--- config.mk ---
export PLATFORM = sky130hd
export DESIGN_NAME = instruction_fetcher_flat
export DESIGN_NICKNAME = d
export VERILOG_FILES = /design/src/rtl/fetch_mem_if.sv /design/src/rtl/instruction_fetcher.sv /design/src/flat_wrapper.sv
export SDC_FILE = /design/constraint.sdc
export NUM_CORES = 1
export LEC_CHECK = 0
export ABC_AREA = 1
export BUFFER_PORTS_ARGS = -buffer_cell sky130_fd_sc_hd__buf_2
export CAP_MARGIN = 20
export CORE_AREA = 2 2 116 95
export CTS_BUF_LIST = sky130_fd_sc_hd__clkbuf_4
export DETAILED_ROUTE_END_ITERATION = 16
export DIE_AREA = 0 0 118 97
export MAX_ROUTING_LAYER = met4
export PLACE_DENSITY = 0.68
export SLEW_MARGIN = 20
export SYNTH_ARGS = -nofsm -noshare
export SYNTH_HDL_FRONTEND = slang
export SYNTH_SLANG_ARGS = --single-unit
export TNS_END_PERCENT = 10
--- constraint.sdc ---
create_clock -name clk -period 3.14 [get_ports clk]
set_clock_uncertainty 0.15 [all_clocks]
set_input_delay 0.314 -clock clk [delete_from_list [all_inputs] [get_ports clk]]
set_output_delay 0.314 -clock clk [all_outputs]
set_load 0.02 [all_outputs]
--- src/rtl/fetch_mem_if.sv ---
// fetch_mem_if: byte-wide read port between the instruction fetcher and instruction memory.
interface fetch_mem_if;
    logic        mem_req;
    logic [31:0] mem_addr;
    logic        mem_ack;
    logic [7:0]  mem_rdata;

    modport master (output mem_req, output mem_addr, input mem_ack, input mem_rdata);
    modport slave  (input mem_req, input mem_addr, output mem_ack, output mem_rdata);
endinterface

--- src/rtl/instruction_fetcher.sv ---
// instruction_fetcher: assembles a big-endian 32-bit word from four byte reads,
// with a one-entry last-fetch buffer that short-circuits repeat fetches.
module instruction_fetcher (
    input  logic        clk,
    input  logic        reset,
    input  logic        fetcher_reset,
    input  logic [31:0] pc,
    input  logic        inval,
    output logic        fetcher_completed,
    output logic [31:0] instruction,
    fetch_mem_if.master mem
);
    typedef enum logic [1:0] {IDLE, REQ, DONE} state_t;

    state_t      state_q, state_d;
    logic [1:0]  idx_q, idx_d;
    logic [31:0] asm_q, asm_d, instr_q, instr_d;
    logic [29:0] tag_q, tag_d;
    logic        valid_q, valid_d;
    logic        hit, fill, last;

    assign hit  = valid_q && tag_q == pc[31:2];
    // an ack in the same cycle as fetcher_reset is dropped so an aborted fetch leaves no trace
    assign fill = state_q == REQ && !fetcher_reset && mem.mem_ack;
    assign last = fill && idx_q == 2'd3;

    always_ff @(posedge clk) begin
        if (reset) begin
            state_q <= IDLE;
            idx_q   <= 2'd0;
            asm_q   <= 32'd0;
            instr_q <= 32'd0;
            tag_q   <= 30'd0;
            valid_q <= 1'b0;
        end else begin
            state_q <= state_d;
            idx_q   <= idx_d;
            asm_q   <= asm_d;
            instr_q <= instr_d;
            tag_q   <= tag_d;
            valid_q <= valid_d;
        end
    end

    always_comb begin
        state_d = state_q;
        if (fetcher_reset)
            state_d = IDLE;
        else if (state_q == IDLE)
            state_d = hit ? DONE : REQ;
        else if (last)
            state_d = DONE;
    end

    always_comb begin
        idx_d   = state_q != REQ ? 2'd0 : idx_q + 2'(fill);
        asm_d   = fill ? {asm_q[23:0], mem.mem_rdata} : asm_q;
        instr_d = last ? asm_d : instr_q;
        tag_d   = last ? pc[31:2] : tag_q;
        // invalidation wins over a coincident fill
        valid_d = !inval && (last || valid_q);
    end

    always_comb begin
        mem.mem_req       = state_q == REQ;
        mem.mem_addr      = {pc[31:2], idx_q};
        fetcher_completed = state_q == DONE;
        instruction       = instr_q;
    end
endmodule
--- src/flat_wrapper.sv ---
// flat-port wrapper written by rule: the top's interface ports become plain ports
module instruction_fetcher_flat 
  (clk, reset, fetcher_reset, pc, inval, fetcher_completed, instruction, mem_mem_req, mem_mem_addr, mem_mem_ack, mem_mem_rdata);
  fetch_mem_if mem_i ();
  input  logic clk;
  input  logic reset;
  input  logic fetcher_reset;
  input  logic [31:0] pc;
  input  logic inval;
  output logic fetcher_completed;
  output logic [31:0] instruction;
  output wire logic [$bits(mem_i.mem_req)-1:0] mem_mem_req;
  output wire logic [$bits(mem_i.mem_addr)-1:0] mem_mem_addr;
  input wire logic [$bits(mem_i.mem_ack)-1:0] mem_mem_ack;
  input wire logic [$bits(mem_i.mem_rdata)-1:0] mem_mem_rdata;
  assign mem_mem_req = mem_i.mem_req;
  assign mem_mem_addr = mem_i.mem_addr;
  assign mem_i.mem_ack = mem_mem_ack;
  assign mem_i.mem_rdata = mem_mem_rdata;
  instruction_fetcher u_core (.clk(clk), .reset(reset), .fetcher_reset(fetcher_reset), .pc(pc), .inval(inval), .fetcher_completed(fetcher_completed), .instruction(instruction), .mem(mem_i));
endmodule
==> results.md <==
- Worst reg-to-reg path cell count: 7
- Hold Crit Endpoint: u_core.asm_q[4]$_SDFF_PP0_
- Seq/Total Area, Yosys: 0.4362
- Diodes inserted: 0
- Ranking of synthesized cells by area: dfxtp_1 (44%), nand2_1 (8.6%), o21ai_0 (7.3%), inv_1 (7.0%), nor2_1 (5.2%)
- Final Non-Filler Cells: 835
- Layout Utilization: 0.5237
- Syn Nets: 637
- Reg-to-Reg Start: u_core.state_q[0]$_SDFFE_PP0P_
- Yosys reg bits: 99
- Final Hold Fails: 0
- Number of synthesized flops with an enable pin: 0
- Num ports: 111
- Ys Warns: 0
- Share of layout cells above drive strength 1: 0.2403
- Mean Syn Cell Area: 7.687 um2
- Gp weighted congestion: 0.8062
- Measured slew at the worst slew-check pin: 0.5772 ns
- Final Setup Violations: 0
- Root buffer cell: clkbuf_4
- FF-to-FF setup slack: 0.84 ns
- Critical path data arrival time: 2.60 ns
- Initial antenna violation count: 0
- Hold wc startpoint: mem_mem_rdata[4]
- Grt ovf: 0
- Via-to-Cell Ratio: 4.596
- Final worst path period share: 0.7490
- Port Buf Inserts: 108
- DR iter-0 viols: 193
- Ys async rst share: 0
- Largest net degree at the start of global routing: 64
- R2R Path End: u_core.instruction[24]$_SDFFE_PP0P_
- Avg WL per Cell: 11.79 um
- Worst min path class: input pin to register
- Number of nets in the layout: 736
- Commonest non-fill, non-tap cell in the layout: buf_2
- Post-DP HPWL: 6214 um
- Global-route wire length before repair: 16390 um
- Syn Inst Count: 591
- Cell taking the most area after synthesis: dfxtp_1
- Max VDD drop: 283.9 uV
- Cell Area, Synth: 4543 um2
- Post-route DRC violation count: 0
- RSZ-0062 raised after global routing: false
- Final wirelength: 9845 um
- Placement Rows: 33
- Setup_tns: 0 ns
- Crit Path Category: input pin to register
- Power per Cell Area: 418.3 nW/um2
- Fillers: 997
- Nature of the critical path startpoint: input pin
- Commonest non-fill, non-tap cells in the layout: buf_2 (108), nand2_1 (104), dfxtp_1 (99), inv_1 (85), o21ai_0 (66)
- Die Span Y: 97 um
- Setup crit end kind: register
- Final Max Tran Viols: 0
- Hold Crit Depth: 3
- Main flop type after synthesis: dfxtp_1
- Worst Path Max Fanout: 57
- Htree depth: 3
- Area growth, synth to finish: 17.57%
- Vias after detailed routing: 3838
- Pre-antenna DRT Iters: 4
- Die X: 118 um
- Slew margin rel.: 0.6152
- Core area: 10200 um2
- Max-cap viol count: 0
- CTS max path bufs: 2
- Max Fclk: 425.2 MHz
- Clock-pin transition on the worst setup and hold timing paths: 0.17 ns
- Total CTS buffers: 9
- Starting Density: 0.4455
- # clock sinks: 99
- Die ar.: 11450 um2
- Static leakage: 0.002561 uW
- Yosys cell types: 29
- Design Power: 2234 uW
- TritonCTS clock tree: yes
- Worst skew pair latency: 0.46 ns
- Required time worst endpoint: 3.39 ns
- Post-CTS sizing: 0
- Top cell type's share of synthesized area: 0.4362
- Run status: completed
- Vias in the first global route: 3612
- Antenna Nets Post-Route: 0
- GRT Resource Usage Total: 0.1806
- Post-CTS setup buffer count: 0
- Post-layout min period: 2.352 ns
- Placed cells: 784
-- critical path, cell delays in order --
cell	delay [ns]
dlygate4sd3_1	0.53
buf_2	0.13
inv_1	0.08
nand3_4	0.36
nor2_8	0.50
buf_12	0.31
o21ai_0	0.14
a21oi_2	0.15
-- layout make-up --
| class | instances | area [um2] | share of cell area |
|---|---|---|---|
| clock buffer | 9 | 67.56 | 0.01265 |
| clock inverter | 7 | 82.58 | 0.01546 |
| inverter | 88 | 330.3 | 0.06184 |
| multi-input combinational | 345 | 1770 | 0.3315 |
| sequential | 99 | 1982 | 0.3710 |
| tap | 140 | 175.2 | 0.03279 |
| timing repair buffer | 147 | 933.4 | 0.1747 |
-- per-stage QoR --
step	area, um2	setup slack (ns)	hold WS, ns
2_1_floorplan	4543	1.454	0.2286
3_5_place_dp	4841	0.8053	0.3106
6_report	5341	0.7882	0.03603
3_3_place_gp	4841	0.8565	0.3044
4_1_cts	5341	0.7917	0.004412
5_1_grt	5341	0.5361	0.01216
-- report_power, final --
| group | leakage (uW) | internal (uW) | total (uW) | switching [uW] |
|---|---|---|---|---|
| clock | 0.0000808 | 259 | 719 | 461 |
| combinational | 0.00168 | 102 | 237 | 135 |
| sequential | 0.000799 | 1270 | 1280 | 7.29 |
-- worst max-delay path by stage --
stage                              startpoint                             endpoint  slack (ns)  depth (start not counted)
2_1_floorplan  u_core.state_q[0]$_SDFFE_PP0P_           u_core.idx_q[1]$_SDFF_PP0_        1.45                          9
3_3_place_gp   u_core.state_q[0]$_SDFFE_PP0P_   u_core.instruction[0]$_SDFFE_PP0P_        0.86                          7
3_5_place_dp   u_core.state_q[0]$_SDFFE_PP0P_   u_core.instruction[0]$_SDFFE_PP0P_        0.81                          7
4_1_cts                         fetcher_reset        u_core.tag_q[11]$_SDFFE_PP0P_        0.79                          8
5_1_grt        u_core.state_q[0]$_SDFFE_PP0P_         u_core.tag_q[7]$_SDFFE_PP0P_        0.54                          7
6_report                        fetcher_reset  u_core.instruction[24]$_SDFFE_PP0P_        0.79                          8
-- synthesized netlist by cell type, types with 3 or more instances --
cell type,instances
or2_1,10
xnor2_1,7
clkbuf_1,10
o21a_1,11
inv_1,85
buf_4,31
a21oi_2,22
nor2_1,63
o21ai_0,66
inv_2,3
nand2_1,104
dfxtp_1,99
a21oi_1,35
o21ai_2,9
buf_6,13
mux2i_1,3
o21ai_1,6
-- kinds of logic (layout without fill, tap and decap cells) --
logic type / count (synthesis) / in the layout / synth area share
compound gates: 150 / 150 / 0.1986
flops: 99 / 99 / 0.4362
buf+inv: 147 / 251 / 0.1741
xor+xnor: 8 / 8 / 0.01542
mux: 3 / 3 / 0.006610
simple gates: 183 / 183 / 0.1663
fa+ha+maj: 1 / 1 / 0.002754
-- flip-flops by register name, indices dropped and copies added (netlist names) --
register	count
u_core.asm_q	32
u_core.idx_q	2
u_core.instruction	32
u_core.state_q	2
u_core.tag_q	30
u_core.valid_q	1
-- what timing repair did --
item,CTS,global route
endpoints found under the hold margin,38,0
hold buffers,35,0
setup endpoints to repair,0,0
-- routing by layer --
layer	part of all wire	vias up	wire [um]	GRT usage
li1	-	1999	-	-
met1	0.43	1748	4271	0.1956
met2	0.51	87	5031	0.3283
met3	0.049	4	480	0.04658
met4	0.0062	0	61	0.04727
met5	0	-	0	-
No activity file was read; power rests on OpenSTA's default activity.
